==> config.mk <==
export PLATFORM = sky130hd
export DESIGN_NAME = imem_loader
export DESIGN_NICKNAME = d
export VERILOG_FILES = /design/src/rtl/imem_loader.sv
export SDC_FILE = /design/constraint.sdc
export NUM_CORES = 1
export LEC_CHECK = 0
export CAP_MARGIN = 15
export CORE_MARGIN = 8
export CORE_UTILIZATION = 56
export DETAILED_ROUTE_END_ITERATION = 10
export MAX_ROUTING_LAYER = met4
export PLACE_DENSITY = 0.85
export SYNTH_ARGS = -nofsm -noshare
export SYNTH_HDL_FRONTEND = slang
export SYNTH_SLANG_ARGS = --single-unit
==> constraint.sdc <==
create_clock -name clk -period 4.43 [get_ports clk]
set_input_delay 1.1075 -clock clk [delete_from_list [all_inputs] [get_ports clk]]
set_output_delay 1.1075 -clock clk [all_outputs]
set_load 0.005 [all_outputs]
==> src/rtl/imem_loader.sv <==
// imem_loader: packs a boot byte stream big-endian into RAM words and holds the CPU in reset until the image is in
module imem_loader #(
    parameter int MEM_DEPTH  = 1024,
    parameter int RESET_HOLD = 4
) (
    input  logic                         clk,
    input  logic                         reset,
    input  logic                         in_valid,
    output logic                         in_ready,
    input  logic [7:0]                   in_byte,
    input  logic                         in_last,
    output logic                         mem_we,
    output logic [31:0]                  mem_addr,
    output logic [31:0]                  mem_wdata,
    output logic                         busy,
    output logic                         cpu_reset,
    output logic                         done,
    output logic                         error,
    output logic [$clog2(MEM_DEPTH):0]   words_loaded
);
    localparam int WW = $clog2(MEM_DEPTH) + 1;
    localparam int HW = $clog2(RESET_HOLD + 1);
    typedef enum logic [2:0] {LOAD, PAD, HOLD, RUN, ERR} state_t;
    state_t         state;
    logic [1:0]     byte_cnt;
    logic [31:0]    acc;
    logic [31:0]    pack_w;
    logic [31:0]    addr_w;
    logic [HW-1:0]  hold_cnt;
    // lane 0 restarts the word so unfilled low lanes of a padded word read as zero
    always_comb begin
        pack_w = (byte_cnt == 2'd0 ? 32'd0 : acc) | ({24'd0, in_byte} << {~byte_cnt, 3'b000});
        addr_w = 32'(words_loaded) << 2;
    end
    always_ff @(posedge clk) begin
        if (reset) begin
            state        <= LOAD;
            in_ready     <= 1'b1;
            mem_we       <= 1'b0;
            mem_addr     <= 32'd0;
            mem_wdata    <= 32'd0;
            busy         <= 1'b1;
            cpu_reset    <= 1'b1;
            done         <= 1'b0;
            error        <= 1'b0;
            words_loaded <= '0;
            byte_cnt     <= 2'd0;
            acc          <= 32'd0;
            hold_cnt     <= '0;
        end else begin
            mem_we <= 1'b0;
            case (state)
                LOAD: if (in_valid && in_ready) begin
                    if (words_loaded == WW'(MEM_DEPTH)) begin
                        state    <= ERR;
                        in_ready <= 1'b0;
                        error    <= 1'b1;
                    end else begin
                        acc      <= pack_w;
                        byte_cnt <= byte_cnt + 2'd1;
                        if (byte_cnt == 2'd3) begin
                            mem_we       <= 1'b1;
                            mem_addr     <= addr_w;
                            mem_wdata    <= pack_w;
                            words_loaded <= words_loaded + 1'b1;
                        end
                        if (in_last) begin
                            state    <= (byte_cnt == 2'd3) ? HOLD : PAD;
                            in_ready <= 1'b0;
                            hold_cnt <= HW'(RESET_HOLD);
                        end
                    end
                end
                PAD: begin
                    mem_we       <= 1'b1;
                    mem_addr     <= addr_w;
                    mem_wdata    <= acc;
                    words_loaded <= words_loaded + 1'b1;
                    byte_cnt     <= 2'd0;
                    hold_cnt     <= HW'(RESET_HOLD);
                    state        <= HOLD;
                end
                HOLD: begin
                    if (hold_cnt == '0) begin
                        state     <= RUN;
                        busy      <= 1'b0;
                        cpu_reset <= 1'b0;
                        done      <= 1'b1;
                    end else
                        hold_cnt <= hold_cnt - 1'b1;
                end
                default: ;
            endcase
        end
    end
endmodule

== After elaboration in Yosys (flattened, before gate mapping) ==
Cells that the tools add are included.
W data, S select, Z words.
Storage, ports and cells
  input port bits: 12
  output and inout port bits: 81
  word-level logic and storage cells: 78
  flip-flop bits (word level): 120
Operators by class
  shift operators: 1
  add/subtract/negate cells: 3
  bitwise operators: 3
  reductions and logical operators: 15
  eq/ne operators: 11
  mux-type cells: 33
Operators with widths (count)
  $mux W32: 7
  $pmux W32 S2: 2
  $mux W11: 3
  $or A32 B32 Y32: 1
  $shl A8 B5 Y32: 1
  $mux W3: 8
  $pmux W11 S2: 1
  $pmux W3 S3: 2
  $ne A2 B2 Y1 const B: 6
  $reduce_and A3 Y1: 4
  $add A11 B1 Y11 const B: 1
  $eq A11 B11 Y1 const B: 1
  $reduce_and A4 Y1: 2
  $logic_not A3 Y1: 2
  $mux W2: 3
  $mux W1: 5
  $reduce_and A5 Y1: 1
  $pmux W2 S2: 1
  $reduce_bool A2 Y1: 2
  $eq A3 B1 Y1 const B: 1
  $eq A3 B2 Y1 const B: 1
  $ne A3 B3 Y1 const B: 1
  $reduce_bool A3 Y1: 1
  $sub A3 B1 Y3 const B: 1
  8 further kinds: 8

== Depth between registers and ports, before layout ==
Gate-level depths: netlist of run 1.
  word-level depth: 7
  mapped depth: 9
  mapped depth without buffers: 6

== Least setup slack after synthesis of run 1 ==
Ideal clock, no wire load.
  kind: input port to flip-flop
  start point: input in_valid
  end point: register mem_addr[11]
  path buffers: 2
  data required time: 4.358 ns
  path slack: 2.039 ns
  cell stages on the path: 6
  library setup time: 0.072 ns
  arrival time: 2.320 ns
  path through: a31oi_1 nor2_1 o21ai_4 buf_6 buf_12 mux2i_1
Between the ends
  longest elaborated chain between the ends: 3
RTL lines
  start: declaration: line 8  | input logic in_valid,
  $logic_and A1 B1 Y1: line 53  | LOAD: if (in_valid && in_ready) begin
  $ne A2 B2 Y1 (no source line)
  $reduce_and A4 Y1 (no source line)
  end signal: assignment: line 63  | mem_addr <= addr_w;
  end signal: assignment: line 76  | mem_addr <= addr_w;
  end: declaration: line 13  | output logic [31:0] mem_addr,
Every way passes these cells.
A chain may end at the register's enable or synchronous reset.

== Worst setup path after layout of run 1 ==
  start point: input in_valid
  end point: register mem_wdata[23]
Between the ends
  longest elaborated chain between the ends: 3
RTL lines
  $logic_and A1 B1 Y1: line 53
  $ne A2 B2 Y1 (no source line)
  $reduce_and A4 Y1 (no source line)
  end signal: assignment: line 64  | mem_wdata <= pack_w;
  end: declaration: line 14  | output logic [31:0] mem_wdata,
Every way passes these cells.

==> flow_metrics.tcl, run 1 <==
set metrics [dict create \
    maxSlewHeadroom 0.263 \
    fillCellCount 647 \
    ys.flop_type "dfxtp_1" \
    clock.fmax_mhz 323 \
    fp.dieH_um 108 \
    crit_chain "clkdlybuf4s50_1 -> a31oi_1 -> nor2_1 -> o21ai_4 -> buf_4 -> mux2i_1" \
    antenna_found_initial 0 \
    synth_edf_count 0 \
    hold_class "flip-flop to flip-flop" \
    clkLatencyLatePin_ns 0.37 \
    syn_to_final_growth_pct 18.1 \
    worstPathArrival_ns 3.39 \
    grt_max_degree 65 \
    cts_setup_buffers 0 \
    yosys-top-cells-area "dfxtp_1 42%, mux2i_1 9.6%, a22o_1 6.0%" \
    power-per-cell-area_mw_per_mm2 344 \
    critPathCaptureType "flip-flop" \
    totalWireLength_um 11300 \
    final_util 0.679 \
    cp-start-kind "input port" \
    cts_tree "done" \
    yosys_warnings 0 \
    gp_congestion 0.874 \
    cts_htree_levels 3 \
    synthAdderAreaFrac 0.0160 \
    place_area_sq_mm 0.00528 \
    synth-compound-area-share 0.198 \
    finClkSkew_ns 0.0151 \
    ctsResizeCount 0 \
    grt_pass1_vias 3799 \
    dr_total_vias 3969 \
    final_cell_mix "99 x dfxtp_1, 71 x clkdlybuf4s50_1, 68 x nand2_1" \
    overflow 0 \
    rsz0062_at_grt "no" \
    grt_pass1_wl_um 18100 \
    port_buffers 71 \
    layout-drive-gt1-share 0.0525 \
    finalInstanceArea_sq_mm 0.00555 \
    cts_buffer_depth 2 \
    synth-async-reset-ratio 0 \
    numCtsBuffers 9 \
    synth_mux_area_frac 0.0958 \
    wl_per_cell_um 16.7 \
    ir_worst_vdd_mv 0.187 \
    final_common_cell "dfxtp_1" \
    initial_core_util 0.575 \
    timing.hold.ws_ns 0.465 \
    drt_iter0_drc 260 \
    die_area_sq_mm 0.0116 \
    synth_top_family_by_area "compound AO/OA/AOI/OAI gates" \
    ys_ff_latch 99 \
    maxSlewViolCount 0 \
    critPathSlowestCell "a31oi_1" \
    vias_per_cell 5.87 \
    dp_hpwl_um 7600 \
    critPathRequiredTime_ns 4.72 \
    cts_sinks 99 \
    grt_use_total 0.197 \
    synth.avg_cell_area_sq_um 9.06 \
    syn_inst 519 \
    synth_xor_area_frac 0.00373 \
    antenna_cells 0 \
    root_buffer "clkbuf_8" \
    criticalPathCategory "input port to flip-flop" \
    firstDrtPassIters 5 \
    yosysUniqueCellTypes 48 \
    cp_max_fo 14 \
    netlist_area_sq_mm 0.00470 \
    finalHoldViolations 0 \
    drc 0 \
    pin_count 93 \
    rrSetupSlack_ns 1.51 \
    hold_buffers 0 \
    yosysSeqAreaShare 0.422 \
    maxCapViolCount 0 \
    coreArea_sq_mm 0.00818 \
    synth_simple_gate_area_frac 0.177 \
    fin_nets 584 \
    setup_viol 0 \
    power_leakage_nw 2.27 \
    final_antenna_net_count 0 \
    period_share 0.700 \
    slowest_delay_ns 0.75 \
    row_count 33 \
    yosysTopAreaCellShare 0.422 \
    path_clk_slew_ns 0.10 \
    die_w_um 108 \
    tightest_slew_ns 1.11 \
    fin_tns_setup_ns 0 \
    status "completed" \
    period_minus_slack_ns 3.10 \
    yosysTopAreaCell "dfxtp_1" \
]
per-layer routing:
| metal | part of all wire | vias to the layer above | global-route usage |
|---|---|---|---|
| met4 | 0.018 | 0 | 0.0773 |
| met5 | 0 | - | - |
| met1 | 0.43 | 1892 | 0.233 |
| met2 | 0.48 | 157 | 0.319 |
| met3 | 0.072 | 20 | 0.0443 |
| li1 | - | 1900 | - |
cells in the mapped netlist (3+ instances only):
master and instances:
nand4_1 4, or2_2 3, nand3_1 4, a21boi_0 34
and4_1 4, a22o_1 32, inv_1 10, a21oi_1 8
ha_1 6, mux2i_1 45, nor4_1 6, nor3_1 5
and3_1 32, buf_4 26, nor2_1 20, dfxtp_1 99
nand2_1 68, o21ai_0 42, clkbuf_1 29
registers in the layout, indices dropped and copies added (netlist names):
signal	cells
in_ready	1
words_loaded	11
cpu_reset	1
mem_wdata	32
acc	32
byte_cnt	2
hold_cnt	3
mem_addr	11
state	3
error	1
done	1
mem_we	1
critical path: cells and delay by family:
| family | cells | cell delay (ns) |
|---|---|---|
| AOI/OAI and AO/OA | 2 | 1.06 |
| buffers and inverters | 2 | 0.82 |
| muxes | 1 | 0.21 |
| and+or+nand+nor | 1 | 0.19 |
area by class of cell:
| cell class | instances | area [sq um] | area share |
|---|---|---|---|
| Clock buffer | 12 | 145 | 0.0261 |
| Clock inverter | 4 | 97.6 | 0.0176 |
| Inverter | 10 | 37.5 | 0.00676 |
| Multi-Input combinational cell | 369 | 2380 | 0.429 |
| Sequential cell | 99 | 1980 | 0.357 |
| Tap cell | 105 | 131 | 0.0237 |
| Timing Repair Buffer | 77 | 776 | 0.140 |
through the flow:
step	instances	power, W	setup slack, ns
after global placement	659	0.00122	0.947
after CTS	675	0.00191	1.10
final	676	0.00191	1.33
after detailed placement	659	0.00123	0.811
after global routing	676	0.00198	1.14
after floorplan	539	0.00117	2.04
path summary, 6_finish.rpt:
check,from,endpoint,depth (start not counted)
setup / recovery,in_valid,mem_wdata[23],6
hold / removal,mem_addr[4],mem_addr[4],2
setup reg to reg,words_loaded[0],mem_wdata[23],7
hold reg to reg,mem_addr[4],mem_addr[4],2
logic make-up after synthesis:
family / Yosys count
muxes: 45
buffers and inverters: 71
other: 1
adders and majority gates: 6
DFF: 99
AOI/OAI and AO/OA: 132
and+or+nand+nor: 163
xor gates and xnor gates: 2
where the power goes:
part,switching [W],total [W],internal [W]
combinational,0.000162,0.000273,0.000111
sequential,0.0000263,0.000944,0.000918
clock,0.000301,0.000692,0.000391
No activity file was read; power rests on OpenSTA's default activity.
==> inputs of run 2 (changes only) <==
CORE_UTILIZATION = 47   (was 56)
PLACE_DENSITY = 0.76   (was 0.85)
clock period = 2.55 ns   (was 4.43 ns; I/O delays follow)
==> run 2 against run 1 <==
Compared with the run above: cell count rose by 6.2%; register-to-register slack got worse by 1.3 ns; global-route usage fell by 2.1 points; routed wire length barely moved; sequential power rose by 73%; power rose by 62%; largest cell class unchanged; highest routed layer unchanged.
==> flow_metrics.tcl, run 2 (synthesis gave the netlist of run 1 again) <==
set metrics [dict create \
    finalInstanceArea_sq_mm 0.00564 \
    syn_to_final_growth_pct 20.1 \
    wl_per_cell_um 15.7 \
    cts_htree_levels 3 \
    dr_total_vias 3902 \
    cp-start-kind "flip-flop" \
    cts_sinks 99 \
    min-delay-start "mem_wdata[28]" \
    grt_pass1_vias 3764 \
    clock.fmax_mhz 436 \
    layout-drive-gt1-share 0.0769 \
    ir_worst_vdd_mv 0.246 \
    fin_nets 598 \
    critPathRequiredTime_ns 2.86 \
    crit_start "words_loaded[0]" \
    vias_per_cell 5.43 \
    reg_top3 "acc: 32 flops, mem_wdata: 32 flops" \
    rr_startpoint "words_loaded[0]" \
    coreArea_sq_mm 0.00973 \
    gp_congestion 0.883 \
    dp_hpwl_um 7830 \
    power_leakage_nw 2.32 \
    final_antenna_net_count 0 \
    row_count 36 \
    maxSlewHeadroom 0.559 \
    rsz0062_at_grt "no" \
    root_buffer "clkbuf_8" \
    fillCellCount 859 \
    pin_count 93 \
    port_buffers 71 \
    tightest_slew_ns 0.661 \
    criticalPathCategory "flip-flop to flip-flop" \
    clkLatencyLatePin_ns 0.37 \
    cts_buffer_depth 2 \
    initial_core_util 0.483 \
    holdPathStages 2 \
    path_clk_slew_ns 0.09 \
    ctsResizeCount 0 \
    die_w_um 116 \
    setup_viol 0 \
    grt_max_degree 44 \
    totalWireLength_um 11300 \
    drc 0 \
    cts_setup_buffers 0 \
    cp_max_fo 32 \
    finalHoldViolations 0 \
    ff2ff_path_depth 8 \
    hold_buffers 0 \
    min_to "mem_wdata[28]" \
    status "completed" \
    period_share 0.899 \
    final_cell_mix "99 x dfxtp_1, 71 x clkdlybuf4s50_1, 68 x nand2_1" \
    r2r-end "acc[10]" \
    final_common_cell "dfxtp_1" \
    hold_class "flip-flop to flip-flop" \
    die_area_sq_mm 0.0135 \
    grt_use_total 0.177 \
    rrSetupSlack_ns 0.26 \
    critPathCaptureType "flip-flop" \
    maxSlewViolCount 0 \
    overflow 0 \
    power-per-cell-area_mw_per_mm2 548 \
    multi_input_area_sq_mm 0.00238 \
    regArea_sq_mm 0.00198 \
    maxCapViolCount 0 \
    firstDrtPassIters 5 \
    finClkSkew_ns 0.0111 \
    cts_tree "done" \
    drt_iter0_drc 338 \
    antenna_found_initial 0 \
    numCtsBuffers 9 \
    worstPathArrival_ns 2.60 \
    period_minus_slack_ns 2.29 \
    grt_pass1_wl_um 18500 \
    antenna_cells 0 \
    fp.dieH_um 116 \
    fin_tns_setup_ns 0 \
    place_area_sq_mm 0.00545 \
]
==> run 2: cell count changes in the layout (fill, tap and decap cells not counted) <==
cell       delta
buf_12        +2
clkbuf_1      -1
buf_16        -1
buf_4        +13
clkbuf_8      +2
clkinv_4      +1
bufinv_16     -3
clkinv_2      +1
==> run 2: worst max path at each step <==
stage / to / slack (ns) / cells past startpoint
floorplan: mem_addr[11] / 0.36 / 9
global placement: acc[4] / 0.28 / 7
detailed placement: acc[13] / 0.25 / 7
CTS: acc[1] / 0.26 / 8
global route: acc[22] / 0.15 / 8
finish: acc[10] / 0.26 / 8
==> run 2: final cells by class <==
| class | instances | share of cell area |
|---|---|---|
| Multi-Input combinational cell | 369 | 0.422 |
| Sequential cell | 99 | 0.351 |
| Timing Repair Buffer | 91 | 0.157 |
| Clock buffer | 13 | 0.0299 |
| Tap cell | 133 | 0.0295 |
| Inverter | 10 | 0.00665 |
| Clock inverter | 3 | 0.00377 |
==> run 2: metal layers <==
layer	GRT usage	share of wire	wire [um]
met4	0.0657	0.0096	108
met5	-	0	0
met1	0.216	0.44	4990
met2	0.281	0.48	5460
met3	0.0375	0.065	731
==> run 2: power breakdown <==
part	leakage, nW	internal (W)	switching [W]	total [W]
Clock	0.0956	0.000436	0.000525	0.000961
Combinational	1.42	0.000214	0.000293	0.000507
Sequential	0.801	0.00159	0.0000305	0.00163
Total	2.32	0.00224	0.000849	0.00309
==> run 2: worst max-delay path: stages (launching register included) <==
cell     delay (ns)
dfxtp_1        0.32
inv_1          0.07
ha_1           0.15
or4b_4         0.49
or3_1          0.45
buf_4          0.20
a31oi_4        0.19
buf_12         0.20
a22o_1         0.17
==> run 2: through the flow <==
stage	std cells	hold slack (ns)	total power, W	setup slack, ns	utilization
finish	718	0.457	0.00309	0.257	0.580
global route	718	0.486	0.00325	0.149	0.580
CTS	718	0.463	0.00311	0.264	0.580
global placement	702	0.445	0.00215	0.285	0.561
detailed placement	702	0.449	0.00216	0.250	0.561
floorplan	539	0.442	0.00203	0.357	-
==> inputs of run 3 (changes only) <==
CORE_MARGIN = 2   (was 8)
MAX_ROUTING_LAYER = unset   (was met4)
==> run 3 against run 2 <==
Compared with the run above: core utilization is 0.23 points lower; hold slack gained 0.0031 ns; fmax shrank 4.6%; clock skew down 0.0031 ns; die area fell by 20%; critical path depth fell by 1; flip-flop and latch count is the same; cell area is 0.40% lower; clock power is 2% lower; first-iteration DRC count down 45%; global-route usage grew 2.8 points; critical path type unchanged; largest cell class unchanged.
==> flow_metrics.tcl, run 3 (synthesis gave the netlist of run 1 again) <==
set metrics [dict create \
    final_antenna_net_count 0 \
    ctsResizeCount 0 \
    dp_hpwl_um 7440 \
    fin_nets 595 \
    die_area_sq_mm 0.0108 \
    rsz0062_at_grt "no" \
    finalHoldViolations 0 \
    row_count 36 \
    final_util 0.578 \
    cts_sinks 99 \
    grt_max_degree 54 \
    numCtsBuffers 9 \
    crit_end "mem_wdata[14]" \
    reg_top3 "acc: 32 flops, mem_wdata: 32 flops" \
    worstPathArrival_ns 2.69 \
    overflow 0 \
    period_share 0.943 \
    maxSlewViolCount 0 \
    criticalPathCategory "flip-flop to flip-flop" \
    antenna_found_initial 0 \
    clkLatencyLatePin_ns 0.37 \
    finClkSkew_ns 0.00807 \
    final_cell_mix "99 x dfxtp_1, 71 x clkdlybuf4s50_1, 68 x nand2_1" \
    ir_worst_vdd_mv 0.321 \
    die_w_um 104 \
    setup_viol 0 \
    crit_start "words_loaded[0]" \
    port_buffers 71 \
    path_clk_slew_ns 0.09 \
    tightest_slew_ns 0.785 \
    grt_pass1_wl_um 18300 \
    layout-drive-gt1-share 0.0723 \
    totalWireLength_um 11100 \
    drt_iter0_drc 185 \
    power-per-cell-area_mw_per_mm2 549 \
    cp_max_fo 11 \
    cts_setup_buffers 0 \
    hold_buffers 0 \
    rr_startpoint "words_loaded[0]" \
    fp.dieH_um 104 \
    status "completed" \
    rrSetupSlack_ns 0.15 \
    gp_congestion 0.859 \
    pin_count 93 \
    firstDrtPassIters 5 \
    critPathCaptureType "flip-flop" \
    period_minus_slack_ns 2.40 \
    syn_to_final_growth_pct 19.6 \
    grt_pass1_vias 3703 \
    power_leakage_nw 2.31 \
    drc 0 \
    cts_tree "done" \
    grt_use_total 0.204 \
    cts_buffer_depth 2 \
    dr_total_vias 3939 \
    wl_per_cell_um 15.5 \
    maxSlewHeadroom 0.475 \
    initial_core_util 0.483 \
    vias_per_cell 5.52 \
    fin_tns_setup_ns 0 \
    critPathRequiredTime_ns 2.84 \
    hold_class "flip-flop to flip-flop" \
    holdPathStages 2 \
    maxCapViolCount 0 \
    final_common_cell "dfxtp_1" \
    min-delay-start "mem_addr[10]" \
    clock.fmax_mhz 416 \
    root_buffer "clkbuf_8" \
    antenna_cells 0 \
    coreArea_sq_mm 0.00973 \
    ff2ff_path_depth 7 \
    cts_htree_levels 3 \
    r2r-end "mem_wdata[14]" \
    cp-start-kind "flip-flop" \
]
[run 3: metal layers]
| metal | vias to the layer above | part of all wire | track usage |
|---|---|---|---|
| met5 | - | 0 | 0 |
| met4 | 0 | 0.015 | 0.0763 |
| met3 | 13 | 0.045 | 0.0345 |
| met2 | 107 | 0.48 | 0.329 |
| met1 | 1898 | 0.46 | 0.274 |
| li1 | 1921 | - | - |
[run 3: through the flow]
step	instance area [sq um]	worst slack [ns]	power, W	hold WS (ns)	std cells
after floorplan	4780	0.357	0.00203	0.442	539
after global placement	5440	0.201	0.00215	0.446	699
after detailed placement	5440	0.131	0.00217	0.451	699
after CTS	5620	0.140	0.00309	0.464	714
after global routing	5620	0.0447	0.00321	0.483	714
final	5620	0.146	0.00308	0.460	714
[run 3: worst min path at each step]
stage                              end  slack (ns)
after floorplan                 acc[0]        0.44
after global placement    mem_addr[12]        0.45
after detailed placement  mem_addr[10]        0.45
after CTS                 mem_addr[10]        0.46
after global routing       mem_addr[8]        0.48
final                     mem_addr[10]        0.46
[run 3: critical path: stages, from the launching register on]
cell	delay, ns
dfxtp_1	0.32
inv_1	0.07
ha_1	0.13
or4b_4	0.49
or3_1	0.57
o21ai_4	0.25
buf_4	0.26
mux2i_1	0.23
[run 3: power by group]
group / internal (W) / switching [W]
sequential: 0.00159 / 0.0000305
combinational: 0.000216 / 0.000298
clock: 0.000402 / 0.000543
[run 3: area by class of cell]
type,count,area [sq um]
fillers,886,4110
multi-input cells,369,2380
flip-flops and latches,99,1980
repair buffers,88,876
well taps,133,166
clock buffers,11,151
inverters,10,37.5
clock inverters,4,26.3
